`src/rtl/fmul_arbiter.sv`:
```
`default_nettype none
// +----------------------------------------------------------------------------+
// | fmul_arbiter: round-robin sharing of one pipelined fmul between two ports  |
// | Revision: 1.0                                                              |
// +----------------------------------------------------------------------------+
module fmul_arbiter #(
   parameter int LATENCY = 2
) (
   input  logic        clk,
   input  logic        rst,
   input  logic        req0_valid,
   output logic        req0_ready,
   input  logic [31:0] req0_s,
   input  logic [31:0] req0_t,
   input  logic        req1_valid,
   output logic        req1_ready,
   input  logic [31:0] req1_s,
   input  logic [31:0] req1_t,
   output logic        resp0_valid,
   output logic [31:0] resp0_d,
   output logic        resp1_valid,
   output logic [31:0] resp1_d,
   output logic [1:0]  status0,
   output logic [1:0]  status1,
   input  logic [1:0]  status_clr,
   output logic [31:0] fmul_s,
   output logic [31:0] fmul_t,
   input  logic [31:0] fmul_d,
   input  logic        fmul_overflow,
   input  logic        fmul_underflow,
   output logic        busy
);

   logic             r_ptr;
   logic             w_gnt0;
   logic             w_gnt1;
   logic             w_hs;
   logic [31:0]      r_fmul_s;
   logic [31:0]      r_fmul_t;
   logic [LATENCY:0] r_tag_v;
   logic [LATENCY:0] r_tag_id;
   logic             w_al_v;
   logic             w_al_id;
   logic             w_cap0;
   logic             w_cap1;
   logic             r_resp0_valid;
   logic             r_resp1_valid;
   logic [31:0]      r_resp0_d;
   logic [31:0]      r_resp1_d;
   logic [1:0]       r_status0;
   logic [1:0]       r_status1;

   // Pointer picks the winner only under contention; grants are masked during reset.
   assign w_gnt0 = ~rst & req0_valid & (~req1_valid | ~r_ptr);
   assign w_gnt1 = ~rst & req1_valid & (~req0_valid |  r_ptr);
   assign w_hs   = w_gnt0 | w_gnt1;

   always_ff @(posedge clk) begin
      if (rst) begin
         r_ptr    <= 1'b0;
         r_fmul_s <= 32'h0;
         r_fmul_t <= 32'h0;
      end else if (w_hs) begin
         r_ptr    <= w_gnt0;
         r_fmul_s <= w_gnt1 ? req1_s : req0_s;
         r_fmul_t <= w_gnt1 ? req1_t : req0_t;
      end
   end

   // Stage k holds the tag of the operands presented to the multiplier k cycles ago.
   generate
      if (LATENCY == 0) begin : g_tag_single
         always_ff @(posedge clk) begin
            if (rst) begin
               r_tag_v  <= '0;
               r_tag_id <= '0;
            end else begin
               r_tag_v  <= w_hs;
               r_tag_id <= w_gnt1;
            end
         end
      end else begin : g_tag_shift
         always_ff @(posedge clk) begin
            if (rst) begin
               r_tag_v  <= '0;
               r_tag_id <= '0;
            end else begin
               r_tag_v  <= {r_tag_v[LATENCY-1:0], w_hs};
               r_tag_id <= {r_tag_id[LATENCY-1:0], w_gnt1};
            end
         end
      end
   endgenerate

   assign w_al_v  = r_tag_v[LATENCY];
   assign w_al_id = r_tag_id[LATENCY];
   assign w_cap0  = w_al_v & ~w_al_id;
   assign w_cap1  = w_al_v &  w_al_id;

   always_ff @(posedge clk) begin
      if (rst) begin
         r_resp0_valid <= 1'b0;
         r_resp1_valid <= 1'b0;
         r_resp0_d     <= 32'h0;
         r_resp1_d     <= 32'h0;
         r_status0     <= 2'b00;
         r_status1     <= 2'b00;
      end else begin
         r_resp0_valid <= w_cap0;
         r_resp1_valid <= w_cap1;
         if (w_cap0) r_resp0_d <= fmul_d;
         if (w_cap1) r_resp1_d <= fmul_d;
         // Clear has priority over a flag arriving in the same cycle.
         if (status_clr[0])
            r_status0 <= 2'b00;
         else if (w_cap0)
            r_status0 <= r_status0 | {fmul_overflow, fmul_underflow};
         if (status_clr[1])
            r_status1 <= 2'b00;
         else if (w_cap1)
            r_status1 <= r_status1 | {fmul_overflow, fmul_underflow};
      end
   end

   assign req0_ready  = w_gnt0;
   assign req1_ready  = w_gnt1;
   assign fmul_s      = r_fmul_s;
   assign fmul_t      = r_fmul_t;
   assign resp0_valid = r_resp0_valid;
   assign resp1_valid = r_resp1_valid;
   assign resp0_d     = r_resp0_d;
   assign resp1_d     = r_resp1_d;
   assign status0     = r_status0;
   assign status1     = r_status1;
   assign busy        = w_hs | (|r_tag_v) | r_resp0_valid | r_resp1_valid;

endmodule
`default_nettype wire

```
`config.mk`:
```
export PLATFORM = sky130hd
export DESIGN_NAME = fmul_arbiter
export DESIGN_NICKNAME = d
export VERILOG_FILES = /design/src/rtl/fmul_arbiter.sv
export SDC_FILE = /design/constraint.sdc
export NUM_CORES = 1
export LEC_CHECK = 0
export ABC_AREA = 0
export CAP_MARGIN = 15
export CORE_ASPECT_RATIO = 1.75
export CORE_UTILIZATION = 40
export DETAILED_ROUTE_END_ITERATION = 6
export GPL_TIMING_DRIVEN = 0
export HOLD_SLACK_MARGIN = 0.02
export PLACE_DENSITY = 0.78
export SLEW_MARGIN = 15
export SYNTH_ARGS = -nofsm -noshare
export SYNTH_HDL_FRONTEND = slang
export SYNTH_SLANG_ARGS = --single-unit
```
`constraint.sdc`:
```
create_clock -name clk -period 2 [get_ports clk]
set_input_delay 0.3 -clock clk [delete_from_list [all_inputs] [get_ports clk]]
set_output_delay 0.3 -clock clk [all_outputs]
set_load 0.01 [all_outputs]
```
==> results of run 1 <==
## cell usage in the layout, fill, tap and decap left out, types with 2 or more instances in the layout
cell / n
inv_1: 64
and3b_1: 2
a21oi_1: 69
dfxtp_1: 140
nor3_1: 4
buf_6: 7
dlygate4sd2_1: 2
nand2_1: 129
inv_6: 6
nor2_1: 4
clkdlybuf4s50_1: 298
nor2b_1: 5
a2111oi_0: 24
clkbuf_16: 17
a221o_1: 64
buf_1: 6
nand2b_1: 3
buf_4: 5
clkbuf_1: 32
clkinvlp_4: 5
buf_2: 18
a2111oi_2: 40
## report_power, final
| part | switching, mW | internal [mW] |
|---|---|---|
| clock network | 1.32 | 1.62 |
| registers | 0.0807 | 2.94 |
| logic | 0.488 | 0.673 |
| total | 1.89 | 5.24 |
## critical path, delay by kind of cell (launching register included)
| kind | cells | cell delay (ps) |
|---|---|---|
| AND/OR/NAND/NOR | 2 | 850 |
| flip-flops | 1 | 330 |
| buffers and inverters | 1 | 150 |
## worst paths after layout
path | start | to | cells past startpoint
worst min register to register | r_tag_id[1]$_SDFF_PP0_ | r_tag_id[2]$_SDFF_PP0_ | 1
worst min-delay path | req0_valid | r_tag_v[0]$_SDFF_PP0_ | 3
worst max-delay path | r_tag_v[2]$_SDFF_PP0_ | busy | 3
worst max register to register | r_tag_v[2]$_SDFF_PP0_ | resp0_d[20]$_SDFFE_PP0P_ | 6
## routing by layer
layer / share of wire (%) / wire length [um] / global-route usage, % / vias to the layer above
met2: 55 / 10700 / 48.7 / 224
met1: 36 / 7100 / 26.7 / 2775
li1: - / - / - / 2880
met3: 5.8 / 1150 / 6.07 / 38
met5: 0 / 0 / 0 / -
met4: 3.3 / 655 / 11.4 / 0
## cell type report
cell class | instances | area (um^2) | share of cell area, %
Sequential cell | 141 | 2820 | 29.3
Buffer | 66 | 334 | 3.47
Tap cell | 180 | 225 | 2.34
Inverter | 65 | 244 | 2.53
Clock buffer | 17 | 425 | 4.41
Clock inverter | 14 | 126 | 1.31
Timing Repair Buffer | 304 | 3030 | 31.4
Multi-Input combinational cell | 349 | 2430 | 25.2
## synth_stat cells (2+ instances only)
| cell | number | area [um^2] |
|---|---|---|
| a2111oi_2 | 40 | 601 |
| buf_2 | 18 | 90.1 |
| buf_1 | 6 | 22.5 |
| a221o_1 | 64 | 641 |
| nor2_1 | 4 | 15.0 |
| a2111oi_0 | 24 | 210 |
| nand2b_1 | 3 | 18.8 |
| inv_1 | 64 | 240 |
| nor3_1 | 4 | 20.0 |
| clkbuf_1 | 33 | 124 |
| nand2_1 | 129 | 484 |
| a21oi_1 | 69 | 345 |
| buf_4 | 2 | 15.0 |
| and3b_1 | 2 | 17.5 |
| buf_6 | 7 | 78.8 |
| dfxtp_1 | 141 | 2820 |
| nor2b_1 | 5 | 31.3 |
## logic make-up (layout without fill, tap and decap cells)
logic type	after synthesis	after routing	synth area share, %
buffers and inverters	131	466	9.86
flip-flops	141	141	48.5
AO/OA/AOI/OAI	198	198	31.0
AND/OR/NAND/NOR	151	151	10.7
## metrics by stage
stage | power [mW] | std cells | cell area, um^2 | utilization [%] | setup TNS [ps]
after global placement | 4.23 | 1103 | 9070 | 63.5 | -899
after CTS | 7.18 | 1134 | 9620 | 67.3 | 0
after floorplan | 3.52 | 621 | 5820 | - | 0
after global routing | 7.39 | 1136 | 9640 | 67.4 | -88.0
final | 7.13 | 1136 | 9640 | 67.4 | -21.7
after detailed placement | 4.24 | 1103 | 9070 | 63.5 | -1010
## registers in the layout, indices dropped and copies added (netlist names)
signal       flops
fmul_s          32
fmul_t          32
r_ptr            1
r_tag_id         3
r_tag_v          3
resp0_d         32
resp0_valid      1
resp1_d         32
resp1_valid      1
status0          2
status1          2
## what timing repair did
item	in CTS	in global routing
pin swaps	0	0
setup endpoints to repair	3	3
buffers inserted	0	2
resized for setup	9	3
endpoints found under the hold margin	0	0
==> results.md, run 1 <==
- Hold crit path type: in -> reg
- Crit path arrival time: 1720 ps
- Post-cts hold buffer count: 0
- Root Driver: clkbuf_16
- Synthesized flop and latch total: 141
- Ys flop type: dfxtp_1
- Slew HR: 53.7%
- Final wirelength: 19700 um
- Cell Area, Synth: 5820 um^2
- Dpl ws: -441 ps
- Fraction of registers with async set/reset: 0%
- Die extent in y: 162 um
- Worst-Margin Slew: 694 ps
- HPWL Detailed: 15200 um
- Fmax: 495 MHz
- Synth Net Count: 789
- Die ar.: 15100 um^2
- Final setup viols: 1
- I/O Pins: 305
- Outcome: complete, but fails checks
- Initial DRC count: 180
- Layout fillers: 1210
- Nets@finish: 1112
- Gpl congestion: 0.885
- Final hold vios: 0
- Clock Latency Late Sink: 410 ps
- Routed len/inst: 17.3 um
- Worst-path clk slew: 60 ps
- Antenna-violating nets left: 0
- Final WS setup: -21.7 ps
- Crit end category: primary output
- Data required time of the worst path: 1700 ps
- CP Cell Sequence: or4_1, or3_1, buf_2
- Ys Warns: 0
- EDFF count, synth: 0
- Max Root-Sink Buffers: 2
- Final period utilization: 101%
- Vias post-DR: 5917
- H-tree depth: 4
- Skew final: 9.73 ps
- Tmin final: 2020 ps
- Crit start category: flop
- Initial Util: 40.7%
- Crit-path max FO: 3
- Antenna Cells: 0
- Hold_ws: 430 ps
- CTS sink cnt: 141
- Slowest CP cell: or4_1
- MaxCap Viol Count: 0
- Avg Cell Area, Syn: 9.38 um^2
- Failing checks: negative setup slack
- Initial antenna violation count: 0
- 1st-pass router iterations: 4
- DRC Markers: 0
- Layout cells sized above 1: 11.0%
- Synth cell types: 23
- Sequential share of the synthesized area: 48.5%
- Largest net degree at the start of global routing: 17
- Grt ovf: 0
- Setup CP Type: reg -> out
- RSZ-0062 raised after global routing: yes
- CTS tree: yes
- Num CTS Buffers: 17
- Slowest Stage Delay on Critical Path: 530 ps
- Layout Area Growth over Synthesis: 65.5%
- All-Layer GR Usage: 26.0%
- Global-route wire length before repair: 30400 um
- Row cnt: 58
- Max Slew Vio Count: 0
- PwrDens: 739 nW/um^2
- Core ar.: 14300 um^2
- Port bufs: 302
- Leak: 3.55 nW
- DIE WIDTH: 93.2 um
- Mapped Cells: 621
- Post-DR vias/cell: 5.21
- VDD IR-drop max: 0.479 mV
- Vias in the first global route: 5915
- R2R Setup Slk: 390 ps
Power figures use the tool's default switching activity.
==> inputs of run 2 (changes only) <==
- CORE_MARGIN: default -> 2
==> run 2 against run 1 <==
The flow now finishes without violations. Critical path depth unchanged. Combinational power about the same. Clock skew increased by 2.6 ps. Final area increased by 0.22%. Clock power increased by 6%. Via count decreased by 0.69%. Sequential power about the same. Sequential share of layout area decreased by 0.065 points. Wire length increased by 0.58%. Sequential cell count unchanged. Register-to-register slack improved by 60 ps. Critical endpoint unchanged. Highest routed layer unchanged.
==> results.md, run 2 (same netlist as run 1, synthesis figures left out) <==
- Commonest cells after routing, fill and taps aside: clkdlybuf4s50_1 (298), dfxtp_1 (140), nand2_1 (129)
- Crit-path max FO: 5 (+2)
- Cell area after placement: 9070 um^2 (unchanged)
- Outcome: finished, final reports clean
- VDD IR-drop max: 0.518 mV (+8.1%)
- R2R Setup Slk: 450 ps (+60 ps)
- Layout Area Growth over Synthesis: 65.8%
- Max Slew Vio Count: 0 (unchanged)
- Data required time of the worst path: 1700 ps (about the same)
- Grt ovf: 0 (unchanged)
- Skew final: 12.3 ps (+2.56 ps)
- Final hold vios: 0 (unchanged)
- Layout fillers: 1136 (-6.1%)
- Core ar.: 14300 um^2 (unchanged)
- Hold_ws: 431 ps (+0.376 ps)
- Slew HR: 48.8% (-4.9 points)
- Routed len/inst: 17.4 um (+0.49%)
- Crit start category: flop
- Fmax: 505 MHz (+2.0%)
- Tmin final: 1980 ps (-40.6 ps)
- Final wirelength: 19800 um (+0.58%)
- H-tree depth: 4 (unchanged)
- DIE WIDTH: 95.2 um (+2.1%)
- MaxCap Viol Count: 0 (unchanged)
- CTS tree: yes
- DRC Markers: 0 (unchanged)
- Slowest CP cell: or4_1
- Vias in the first global route: 5929 (+0.24%)
- Global-route wire length before repair: 30500 um (+0.27%)
- Final setup viols: 0 (-1)
- Crit end category: primary output
- Setup CP Type: reg -> out
- Slowest Stage Delay on Critical Path: 500 ps (-30 ps)
- Reg2reg end: resp1_d[11]$_SDFFE_PP0P_
- Leak: 3.57 nW (+0.39%)
- Worst Setup SP: r_tag_v[2]$_SDFF_PP0_
- Setup Buffers After CTS: 0 (unchanged)
- R2r startpoint: r_tag_id[2]$_SDFF_PP0_
- CP Cell Sequence: or4_1, or3_1, buf_2
- RSZ-0062 raised after global routing: yes
- Final setup TNS: 0 ps (+21.7 ps)
- Hold crit path type: in -> reg
- Setup crit end: busy
- 1st-pass router iterations: 5 (+1)
- Row cnt: 58 (unchanged)
- Num CTS Buffers: 17 (unchanged)
- PwrDens: 757 nW/um^2 (+2.4%)
- Die extent in y: 164 um (+1.2%)
- Vias post-DR: 5876 (-0.69%)
- Leading cell type in the layout, fill and taps excluded: clkdlybuf4s50_1
- Nets@finish: 1110 (-0.18%)
- Largest net degree at the start of global routing: 17 (unchanged)
- Antenna-violating nets left: 0 (unchanged)
- Worst-Margin Slew: 768 ps (+73.9 ps)
- Layout cells sized above 1: 10.9% (-0.093 points)
- Port bufs: 302 (unchanged)
- Post-DR vias/cell: 5.17 (-0.78%)
- Post-layout util: 67.6% (+0.15 points)
- Root Driver: clkbuf_16
- Final period utilization: 99.1% (-2.0 points)
- R2R cell count: 5 (-1)
- I/O Pins: 305 (unchanged)
- Clock Latency Late Sink: 420 ps (about the same)
- HPWL Detailed: 15600 um (+2.5%)
- Initial Util: 40.7% (unchanged)
- Finished Cell Area: 9660 um^2 (+0.22%)
- CTS sink cnt: 141 (unchanged)
- Die ar.: 15600 um^2 (+3.4%)
- Gpl congestion: 0.893 (+0.86%)
- All-Layer GR Usage: 25.4% (-0.56 points)
- Crit path arrival time: 1680 ps (-40 ps)
- Initial antenna violation count: 2 (+2)
- Initial DRC count: 189 (+5.0%)
- Worst-path clk slew: 60 ps (about the same)
- Post-cts hold buffer count: 0 (unchanged)
- Max Root-Sink Buffers: 2 (unchanged)
run 2: area by class of cell:
class	instances	area [um^2]	share of cell area (%)
tap	180	225	2.33
clock inverter	14	150	1.55
timing repair buffer	302	3010	31.2
buffer	66	338	3.50
antenna	2	5.00	0.0518
multi-input combinational	349	2430	25.1
inverter	65	244	2.53
sequential	141	2820	29.2
clock buffer	18	429	4.44
run 2: how the worst min path moves through the flow:
stage | endpoint | cells after the start | startpoint | slack [ps]
floorplan | status0[0]$_SDFFE_PP0P_ | 1 | status_clr[0] | 380
finish | r_tag_v[0]$_SDFF_PP0_ | 3 | rst | 430
global placement | r_tag_id[1]$_SDFF_PP0_ | 1 | r_tag_id[0]$_SDFF_PP0_ | 420
CTS | r_ptr$_SDFFE_PP0P_ | 3 | req0_valid | 400
global route | r_ptr$_SDFFE_PP0P_ | 3 | req0_valid | 440
detailed placement | r_tag_id[1]$_SDFF_PP0_ | 1 | r_tag_id[0]$_SDFF_PP0_ | 430
run 2: repair_timing:
action / in CTS / in global routing
gates cloned: 0 / 0
setup endpoints to repair: 3 / 3
resized for setup: 11 / 4
run 2: per-stage QoR:
step / power, mW / worst slack, ps / std cells
detailed placement: 4.25 / -414 / 1103
CTS: 7.35 / 4.70 / 1135
global route: 7.55 / -59.6 / 1137
finish: 7.31 / 18.9 / 1137
floorplan: 3.52 / 544 / 621
global placement: 4.24 / -424 / 1103
run 2: metal layers:
metal  track usage [%]  share of wire [%]  vias to the layer above
li1                  -                  -                     2874
met1              25.9                 36                     2746
met2              46.8                 54                      218
met3              7.10                6.5                       38
met4              11.2                3.4                        0
met5                 0                  0                        -
run 2: worst max-delay path, delay by kind of cell, from the launching register on:
kind / cells / cell delay, ps
flops: 1 / 330
simple gates: 2 / 800
buf+inv: 1 / 150
run 2: where the power goes:
group	leakage (nW)	switching (mW)	internal [mW]
logic	2.14	0.489	0.672
clock network	0.275	1.37	1.76
registers	1.15	0.0778	2.94
